<file path="src/rtl/ssd_scan_sched.sv">
// Round-robin scan scheduler for a shared-cathode seven-segment display.
// Each slot opens with a blanking gap, then drives one digit from a snapshot taken on DRIVE entry.
module ssd_scan_sched #(
    parameter int N_DIG     = 8,
    parameter int SCAN_DIV  = 17,
    parameter int BLANK_CYC = 256,
    parameter int BLINK_DIV = 25
) (
    input  logic                 board_clk,
    input  logic                 Reset,
    input  logic [4*N_DIG-1:0]   digits_in,
    input  logic [N_DIG-1:0]     dig_en,
    input  logic [N_DIG-1:0]     dp_in,
    input  logic [N_DIG-1:0]     blink_mask,
    output logic [N_DIG-1:0]     An,
    output logic [7:0]           Cath,
    output logic [2:0]           slot_idx,
    output logic                 frame_tick
);

    typedef enum logic {BLANK, DRIVE} state_t;

    localparam logic [SCAN_DIV-1:0]  CNT_ONE     = SCAN_DIV'(1);
    localparam logic [SCAN_DIV-1:0]  CNT_MAX     = '1;
    localparam logic [SCAN_DIV-1:0]  BLANK_START = SCAN_DIV'(BLANK_CYC);
    localparam logic [BLINK_DIV:0]   BLINK_ONE   = (BLINK_DIV+1)'(1);
    localparam logic [2:0]           LAST_IDX    = 3'(N_DIG - 1);
    localparam logic [N_DIG-1:0]     AN_ONE      = N_DIG'(1);

    state_t                 state_q, state_d;
    logic [SCAN_DIV-1:0]    slot_cnt_q, slot_cnt_d;
    logic [BLINK_DIV:0]     blink_cnt_q, blink_cnt_d;
    logic [2:0]             slot_idx_q, slot_idx_d;
    logic [N_DIG-1:0]       an_q, an_d;
    logic [7:0]             cath_q, cath_d;
    logic                   frame_tick_q, frame_tick_d;

    logic [3:0]             nib_arr [N_DIG];
    logic                   lit;

    for (genvar gi = 0; gi < N_DIG; gi++) begin : g_nib
        assign nib_arr[gi] = digits_in[4*gi +: 4];
    end

    // Segment pattern {a,b,c,d,e,f,g}, active-low.
    function automatic logic [6:0] seg_decode(input logic [3:0] nib);
        logic [6:0] seg;
        case (nib)
            4'h0: seg = 7'b0000001;
            4'h1: seg = 7'b1001111;
            4'h2: seg = 7'b0010010;
            4'h3: seg = 7'b0000110;
            4'h4: seg = 7'b1001100;
            4'h5: seg = 7'b0100100;
            4'h6: seg = 7'b0100000;
            4'h7: seg = 7'b0001111;
            4'h8: seg = 7'b0000000;
            4'h9: seg = 7'b0000100;
            4'hA: seg = 7'b0001000;
            4'hB: seg = 7'b1100000;
            4'hC: seg = 7'b0110001;
            4'hD: seg = 7'b1000010;
            4'hE: seg = 7'b0110000;
            default: seg = 7'b0111000;
        endcase
        return seg;
    endfunction

    always_comb begin
        slot_cnt_d  = slot_cnt_q + CNT_ONE;
        blink_cnt_d = blink_cnt_q + BLINK_ONE;
        slot_idx_d  = slot_idx_q;
        if (slot_cnt_q == CNT_MAX) begin
            slot_idx_d = (slot_idx_q == LAST_IDX) ? 3'd0 : slot_idx_q + 3'd1;
        end

        // Blink phase is read only here, so a digit is either lit or dark for a whole slot.
        lit = dig_en[slot_idx_q] & ~(blink_cnt_q[BLINK_DIV] & blink_mask[slot_idx_q]);

        state_d = state_q;
        an_d    = an_q;
        cath_d  = cath_q;
        case (state_q)
            BLANK: begin
                if (slot_cnt_d == BLANK_START) begin
                    state_d = DRIVE;
                    if (lit) begin
                        an_d   = ~(AN_ONE << slot_idx_q);
                        cath_d = {seg_decode(nib_arr[slot_idx_q]), ~dp_in[slot_idx_q]};
                    end else begin
                        an_d   = '1;
                        cath_d = 8'hFF;
                    end
                end
            end
            default: begin
                if (slot_cnt_d == '0) begin
                    state_d = BLANK;
                    an_d    = '1;
                    cath_d  = 8'hFF;
                end
            end
        endcase

        frame_tick_d = (slot_cnt_d == '0) && (slot_idx_d == 3'd0);
    end

    always_ff @(posedge board_clk or posedge Reset) begin
        if (Reset) begin
            state_q      <= BLANK;
            slot_cnt_q   <= '0;
            blink_cnt_q  <= '0;
            slot_idx_q   <= 3'd0;
            an_q         <= '1;
            cath_q       <= 8'hFF;
            frame_tick_q <= 1'b0;
        end else begin
            state_q      <= state_d;
            slot_cnt_q   <= slot_cnt_d;
            blink_cnt_q  <= blink_cnt_d;
            slot_idx_q   <= slot_idx_d;
            an_q         <= an_d;
            cath_q       <= cath_d;
            frame_tick_q <= frame_tick_d;
        end
    end

    assign An         = an_q;
    assign Cath       = cath_q;
    assign slot_idx   = slot_idx_q;
    assign frame_tick = frame_tick_q;

endmodule

</file>
<file path="config.mk">
export PLATFORM = sky130hd
export DESIGN_NAME = ssd_scan_sched
export DESIGN_NICKNAME = d
export VERILOG_FILES = /design/src/rtl/ssd_scan_sched.sv
export SDC_FILE = /design/constraint.sdc
export NUM_CORES = 1
export LEC_CHECK = 0
export BUFFER_PORTS_ARGS = -buffer_cell sky130_fd_sc_hd__buf_4
export CORE_MARGIN = 5
export CORE_UTILIZATION = 61
export CTS_BUF_LIST = sky130_fd_sc_hd__clkbuf_8
export CTS_CLUSTER_SIZE = 24
export DETAILED_ROUTE_END_ITERATION = 16
export PLACE_DENSITY_LB_ADDON = 0.12
export SLEW_MARGIN = 25
export SYNTH_ARGS = -nofsm -noshare
export SYNTH_HDL_FRONTEND = slang
export SYNTH_SLANG_ARGS = --single-unit
export TNS_END_PERCENT = 30
</file>
<file path="constraint.sdc">
create_clock -name board_clk -period 5.41 [get_ports board_clk]
set_input_delay 1.082 -clock board_clk [delete_from_list [all_inputs] [get_ports board_clk]]
set_output_delay 1.082 -clock board_clk [all_outputs]
set_load 0.03 [all_outputs]
</file>
==> impl_metrics.env, run 1 <==
export IMPL_hp_class="reg2reg"
export IMPL_vias_per_cell=5.643
export IMPL_hpwl_um=5850
export IMPL_grt_max_degree=65
export IMPL_power_share_clock=0.482
export IMPL_synth_top_cell_by_area="dfrtp_1"
export IMPL_numPortBuffers=77
export IMPL_ir_drop_mv=0.1906
export IMPL_routedWlPerCell_um=15.98
export IMPL_max_cap_viol_count=0
export IMPL_first_iter_violations=255
export IMPL_post_route_cell_area_um2=4621
export IMPL_cts_resized=0
export IMPL_ys_seq_area_frac=0.4287
export IMPL_p_sw_mw=0.2198
export IMPL_synth_edf_count=0
export IMPL_grt_pass1_wl_um=13540
export IMPL_syn_area_per_cell_um2=11.09
export IMPL_rsz0062_at_grt="no"
export IMPL_die_y_um=88.75
export IMPL_finalMaxSlewViolations=0
export IMPL_synth_cell_types=50
export IMPL_placed_cell_area_um2=4368
export IMPL_io_pins=78
export IMPL_setup_violations=0
export IMPL_path_cells="ha_1, nand2_1, nor3_1, nand2_1, nor3_1, ha_1, nor3b_1, nand4_1, or4b_2, mux2_2"
export IMPL_synth_nets=415
export IMPL_critical_path_max_stage_delay_ns=0.70
export IMPL_synthToLayoutAreaGrowth_pct=22.16
export IMPL_hold_path_depth=1
export IMPL_cpMaxStageDelayCell="or4b_2"
export IMPL_synth_area_um2=3782
export IMPL_power_frac_comb=0.066
export IMPL_synth_most_common_cell="dfrtp_1"
export IMPL_gr_usage_all_layers=0.2230
export IMPL_status="completed"
export IMPL_vias=2799
export IMPL_clkLatencyLatePin_ns=0.34
export IMPL_holdBufCountCts=0
export IMPL_drt_pass1_iter_count=4
export IMPL_swShare=0.2071
export IMPL_worstSetupEndpointType="flop"
export IMPL_worst_slew_pin_slew_ns=0.8387
export IMPL_seq_power_share=0.451
export IMPL_start_util=0.6314
export IMPL_p_per_area_nw_per_um2=229.7
export IMPL_die_w_um=88.75
export IMPL_netlist_top_cells_area="dfrtp_1, dfstp_2, xnor2_1"
export IMPL_slew_headroom=0.4408
export IMPL_drive_gt1_frac=0.3658
export IMPL_drc=0
export IMPL_dp_slack_ns=1.961
export IMPL_num_antenna_cells=0
export IMPL_grt_pass1_vias=2814
export IMPL_cts_buffer_depth=2
export IMPL_critPathLaunchType="flop"
export IMPL_cts_buffers=9
export IMPL_async_flop_share=1.000
export IMPL_clock_fmax_mhz=286.9
export IMPL_synth_common_cells="dfrtp_1, nand2_1, xnor2_1"
export IMPL_hold_violations=0
export IMPL_cts_tree="built"
export IMPL_htree_levels=3
export IMPL_r2r_cells=10
export IMPL_critPathArrivalTime_ns=3.71
export IMPL_syn_inst=341
export IMPL_synthFlopType="dfrtp_1"
export IMPL_crit_type="reg2reg"
export IMPL_setup_slack_ns=1.925
export IMPL_cts_sinks=64
export IMPL_worst_path_max_fanout=10
export IMPL_required_ns=5.64
export IMPL_p_leak_nw=2.071
export IMPL_fin_nets=490
export IMPL_antenna_found_initial=0
export IMPL_cts_root_buf="clkbuf_8"
export IMPL_postCtsSetupBuffers=0
export IMPL_grt_ovfl_total=0
export IMPL_place_gp_congestion=0.8441
export IMPL_fin_skew_ns=0.01488
export IMPL_num_rows=28
export IMPL_clkSlewWorstSetupHoldPaths_ns=0.08
export IMPL_setup_tns_ns=0
export IMPL_synth_top_cell_area_share=0.3176
export IMPL_fin_crit_sh=0.6442
export IMPL_routed_wl_um=7926
export IMPL_die_area_um2=7876
export IMPL_fin_crit_ns=3.485
export IMPL_synth_seq_cells=64
export IMPL_intPower_mw=0.8415
export IMPL_core_area_um2=5991
export IMPL_ys_warn_count=0
export IMPL_antenna_left=0
sequential cells by signal, indices dropped and copies added, names as in the netlist:
signal	cells
slot_idx	3
blink_cnt_q	26
frame_tick	1
state_q	1
Cath	8
An	8
slot_cnt_q	17
layout make-up:
class                      count  area [um^2]
clock buffer                  10        137.6
clock inverter                 6        115.1
fill                         383         1370
inverter                      16        60.06
multi-input combinational    247         2007
sequential                    64         1622
tap                           75        93.84
timing repair buffer          78        585.6
worst max-delay path, delay by kind of cell, from the launching register on:
kind          cells  cell delay [ns]
simple gates      7             2.00
fa+ha+maj         2             0.65
flops             1             0.44
mux               1             0.29
cell families (layout without fill, tap and decap cells):
| logic type | Yosys count | after routing | share of synthesized area |
|---|---|---|---|
| AND/OR/NAND/NOR | 122 | 122 | 0.1677 |
| buffers and inverters | 30 | 110 | 0.04068 |
| flip-flops | 64 | 64 | 0.4287 |
| adder cells (fa/ha/maj) | 16 | 16 | 0.05293 |
| AO/OA/AOI/OAI | 25 | 25 | 0.04665 |
| XOR/XNOR | 41 | 41 | 0.09494 |
| multiplexers | 43 | 43 | 0.1684 |
final timing paths:
check / slack [ns] / startpoint / endpoint
worst min register to register: 0.45 / blink_cnt_q[0] / blink_cnt_q[0]
max in group asynchronous: 3.92 / Reset / slot_idx[1]
min in group asynchronous: 0.98 / Reset / blink_cnt_q[0]
worst max register to register: 1.92 / slot_cnt_q[0] / state_q
worst min-delay path: 0.45 / blink_cnt_q[0] / blink_cnt_q[0]
worst max-delay path: 1.92 / slot_cnt_q[0] / state_q
placed cells by master, fill, tap and decap left out, types with 11 or more instances in the layout:
| cell type | Yosys | layout |
|---|---|---|
| nand2_1 | 37 | 37 |
| xnor2_1 | 30 | 30 |
| nor2_1 | 17 | 17 |
| dfstp_2 | 16 | 16 |
| xor2_1 | 11 | 11 |
| dfrtp_1 | 48 | 48 |
| mux4_2 | 11 | 11 |
| inv_1 | 15 | 14 |
| mux2_2 | 15 | 15 |
| nand3_1 | 22 | 22 |
| ha_1 | 16 | 16 |
| buf_4 | 2 | 78 |
per-layer routing:
layer  part of all wire  global-route usage  vias to the layer above
li1                   -                   -                     1347
met1               0.46              0.3169                     1352
met2               0.47              0.3448                       91
met3              0.059             0.04469                        9
met4             0.0095             0.07005                        0
met5                  0                   0                        -
power by group through the flow:
stage	Combinational [mW]	Clock [mW]	Sequential [mW]
after floorplan	0.0323	0	0.488
after global placement	0.0695	0	0.488
after detailed placement	0.0711	0	0.488
after CTS	0.0715	0.519	0.479
after global routing	0.0786	0.548	0.479
final	0.0706	0.512	0.479
per-stage QoR:
step                total power, mW  utilization  cells  hold slack, ns
floorplan                    0.5198            -    341          0.4224
finish                        1.061       0.7713    496          0.4528
global placement             0.5571       0.7291    480          0.4359
global route                  1.105       0.7713    496          0.5027
detailed placement           0.5587       0.7291    480          0.4404
CTS                           1.070       0.7713    496          0.4520
Power figures use the tool's default switching activity.
==> inputs of run 2 (changes only) <==
--- a/config.mk
+++ b/config.mk
@@ -5,9 +5,10 @@
 export SDC_FILE = /design/constraint.sdc
 export NUM_CORES = 1
 export LEC_CHECK = 0
+export ABC_AREA = 1
 export BUFFER_PORTS_ARGS = -buffer_cell sky130_fd_sc_hd__buf_4
 export CORE_MARGIN = 5
-export CORE_UTILIZATION = 61
+export CORE_UTILIZATION = 52
 export CTS_BUF_LIST = sky130_fd_sc_hd__clkbuf_8
 export CTS_CLUSTER_SIZE = 24
 export DETAILED_ROUTE_END_ITERATION = 16
==> constraint.sdc (replaced) <==
create_clock -name board_clk -period 3 [get_ports board_clk]
set_input_delay 0.6 -clock board_clk [delete_from_list [all_inputs] [get_ports board_clk]]
set_output_delay 0.6 -clock board_clk [all_outputs]
set_load 0.03 [all_outputs]
==> impl_metrics.env, run 2 <==
export IMPL_hpwl_um=7181
export IMPL_synth_nets=596
export IMPL_hold_violations=0
export IMPL_synth_top_cell_by_area="dfrtp_1"
export IMPL_grt_ovfl_total=0
export IMPL_gr_usage_all_layers=0.2036
export IMPL_fin_skew_ns=0.009445
export IMPL_numPortBuffers=77
export IMPL_routedWlPerCell_um=13.30
export IMPL_num_rows=32
export IMPL_antenna_left=0
export IMPL_grt_pass1_wl_um=16240
export IMPL_holdBufCountCts=0
export IMPL_core_area_um2=7607
export IMPL_setup_tns_ns=0
export IMPL_drc=0
export IMPL_vias=3620
export IMPL_max_flop_register="blink_cnt_q"
export IMPL_io_pins=78
export IMPL_critPathLaunchType="flop"
export IMPL_drt_pass1_iter_count=5
export IMPL_start_util=0.5275
export IMPL_clock_fmax_mhz=366.6
export IMPL_synth_seq_cells=64
export IMPL_first_iter_violations=125
export IMPL_largest_reg_flops=26
export IMPL_netlist_top_cells_area="dfrtp_1, nand2_1, dfstp_2"
export IMPL_fin_nets=678
export IMPL_fin_crit_sh=0.9092
export IMPL_syn_area_per_cell_um2=7.687
export IMPL_worst_path_max_fanout=17
export IMPL_worstSetupEndpointType="flop"
export IMPL_r2r_cells=15
export IMPL_fin_crit_ns=2.727
export IMPL_p_leak_nw=2.415
export IMPL_setup_violations=0
export IMPL_required_ns=3.28
export IMPL_cts_sinks=64
export IMPL_synth_cell_types=38
export IMPL_cts_tree="built"
export IMPL_p_per_area_nw_per_um2=348.7
export IMPL_htree_levels=3
export IMPL_max_cap_viol_count=0
export IMPL_grt_pass1_vias=3575
export IMPL_clkSlewWorstSetupHoldPaths_ns=0.07
export IMPL_postCtsSetupBuffers=0
export IMPL_die_w_um=97.85
export IMPL_antenna_found_initial=0
export IMPL_post_route_util=0.6410
export IMPL_cts_buffer_depth=2
export IMPL_ys_warn_count=0
export IMPL_status="completed"
export IMPL_cts_resized=0
export IMPL_drive_gt1_frac=0.2644
export IMPL_synth_common_cells="nand2_1, nor2_1, nand3_1"
export IMPL_clkLatencyLatePin_ns=0.33
export IMPL_async_flop_share=1.000
export IMPL_synthFlopType="dfrtp_1"
export IMPL_vias_per_cell=5.091
export IMPL_cts_root_buf="clkbuf_8"
export IMPL_routed_wl_um=9459
export IMPL_slew_headroom=0.4825
export IMPL_syn_inst=522
export IMPL_num_antenna_cells=0
export IMPL_place_gp_congestion=0.8722
export IMPL_finalMaxSlewViolations=0
export IMPL_synth_edf_count=0
export IMPL_synth_top_cell_area_share=0.2993
export IMPL_rsz0062_at_grt="no"
export IMPL_critPathArrivalTime_ns=3.01
export IMPL_layout_common_cells="nand2_1, buf_4, nor2_1"
export IMPL_ir_drop_mv=0.5141
export IMPL_r2r_start="slot_cnt_q[0]"
export IMPL_grt_max_degree=38
export IMPL_cp_startpoint="slot_cnt_q[0]"
export IMPL_top_regs="blink_cnt_q: 26 flops, slot_cnt_q: 17 flops"
export IMPL_synth_area_um2=4013
export IMPL_mostFrequentLayoutCell="nand2_1"
export IMPL_worst_slew_pin_slew_ns=0.7682
export IMPL_die_area_um2=9574
export IMPL_cts_buffers=9
export IMPL_synthToLayoutAreaGrowth_pct=21.52
export IMPL_crit_type="reg2reg"
export IMPL_ys_seq_area_frac=0.4041
export IMPL_die_y_um=97.85
export IMPL_hp_class="in2async"
export IMPL_synth_most_common_cell="nand2_1"
==> run 2: changes by cell type after synthesis, moves of 15 or more <==
cell | previous run | this run
nand2_2 | 0 | 17
xnor2_1 | 30 | 10
mux2_2 | 15 | 0
nand3_1 | 22 | 58
nor2_1 | 17 | 59
o21ai_0 | 4 | 34
inv_1 | 15 | 40
nand2_1 | 37 | 133
==> run 2: cell families (layout without fill, tap and decap cells) <==
kind of cell,after synthesis,in the layout,synth area share
buffers and inverters,62,149,0.06548
flip-flops,64,64,0.4041
adder cells (fa/ha/maj),16,16,0.04989
XOR/XNOR,25,25,0.05457
AO/OA/AOI/OAI,51,51,0.06953
AND/OR/NAND/NOR,304,304,0.3564
==> run 2: stage by stage <==
| step | hold WS (ns) | instances | setup WS (ns) | power (mW) | cell area (um^2) |
|---|---|---|---|---|---|
| after floorplan | 0.4224 | 522 | 0.6206 | 0.9355 | 4013 |
| after global placement | 0.4355 | 695 | 0.3737 | 1.008 | 4688 |
| after detailed placement | 0.4665 | 695 | 0.2932 | 1.010 | 4688 |
| after CTS | 0.4253 | 711 | 0.2725 | 1.716 | 4876 |
| after global routing | 0.4694 | 711 | 0.05894 | 1.784 | 4876 |
| final | 0.4039 | 711 | 0.2725 | 1.700 | 4876 |
==> run 2: worst paths after layout <==
kind | slack [ns] | end
worst min register to register | 0.47 | blink_cnt_q[0]
worst max register to register | 0.27 | An[3]
max in group asynchronous | 1.83 | An[2]
worst min-delay path | 0.40 | slot_cnt_q[1]
min in group board_clk | 0.47 | blink_cnt_q[0]
worst max-delay path | 0.27 | An[3]
==> run 2: area by class of cell <==
type	count	area, um^2
Sequential cell	64	1622
Multi-Input combinational cell	396	2128
Timing Repair Buffer	83	623.1
Clock inverter	7	63.81
Inverter	50	187.7
Clock buffer	9	123.9
Tap cell	102	127.6
Fill cell	676	2731
==> run 2: where the power goes <==
part | switching [mW] | internal [mW]
logic | 0.0633 | 0.0671
registers | 0 | 0.864
clock network | 0.328 | 0.378
==> run 2: worst max-delay path: stages, from the launching register on <==
cell,delay [ns]
dfrtp_1,0.41
ha_1,0.25
nand2_1,0.08
nor2_2,0.12
nand2_1,0.10
nor2_2,0.12
inv_2,0.05
nor4_1,0.18
ha_1,0.31
nor2_1,0.11
nand2_1,0.07
nor2_2,0.14
nand4_4,0.28
nand2_4,0.30
nand2_1,0.09
nand2_1,0.07
==> run 2: layer usage <==
| layer | track usage | vias up | part of all wire |
|---|---|---|---|
| li1 | - | 1839 | - |
| met5 | 0 | - | 0 |
| met2 | 0.3565 | 106 | 0.49 |
| met1 | 0.2529 | 1666 | 0.44 |
| met3 | 0.04500 | 9 | 0.062 |
| met4 | 0.05538 | 0 | 0.012 |
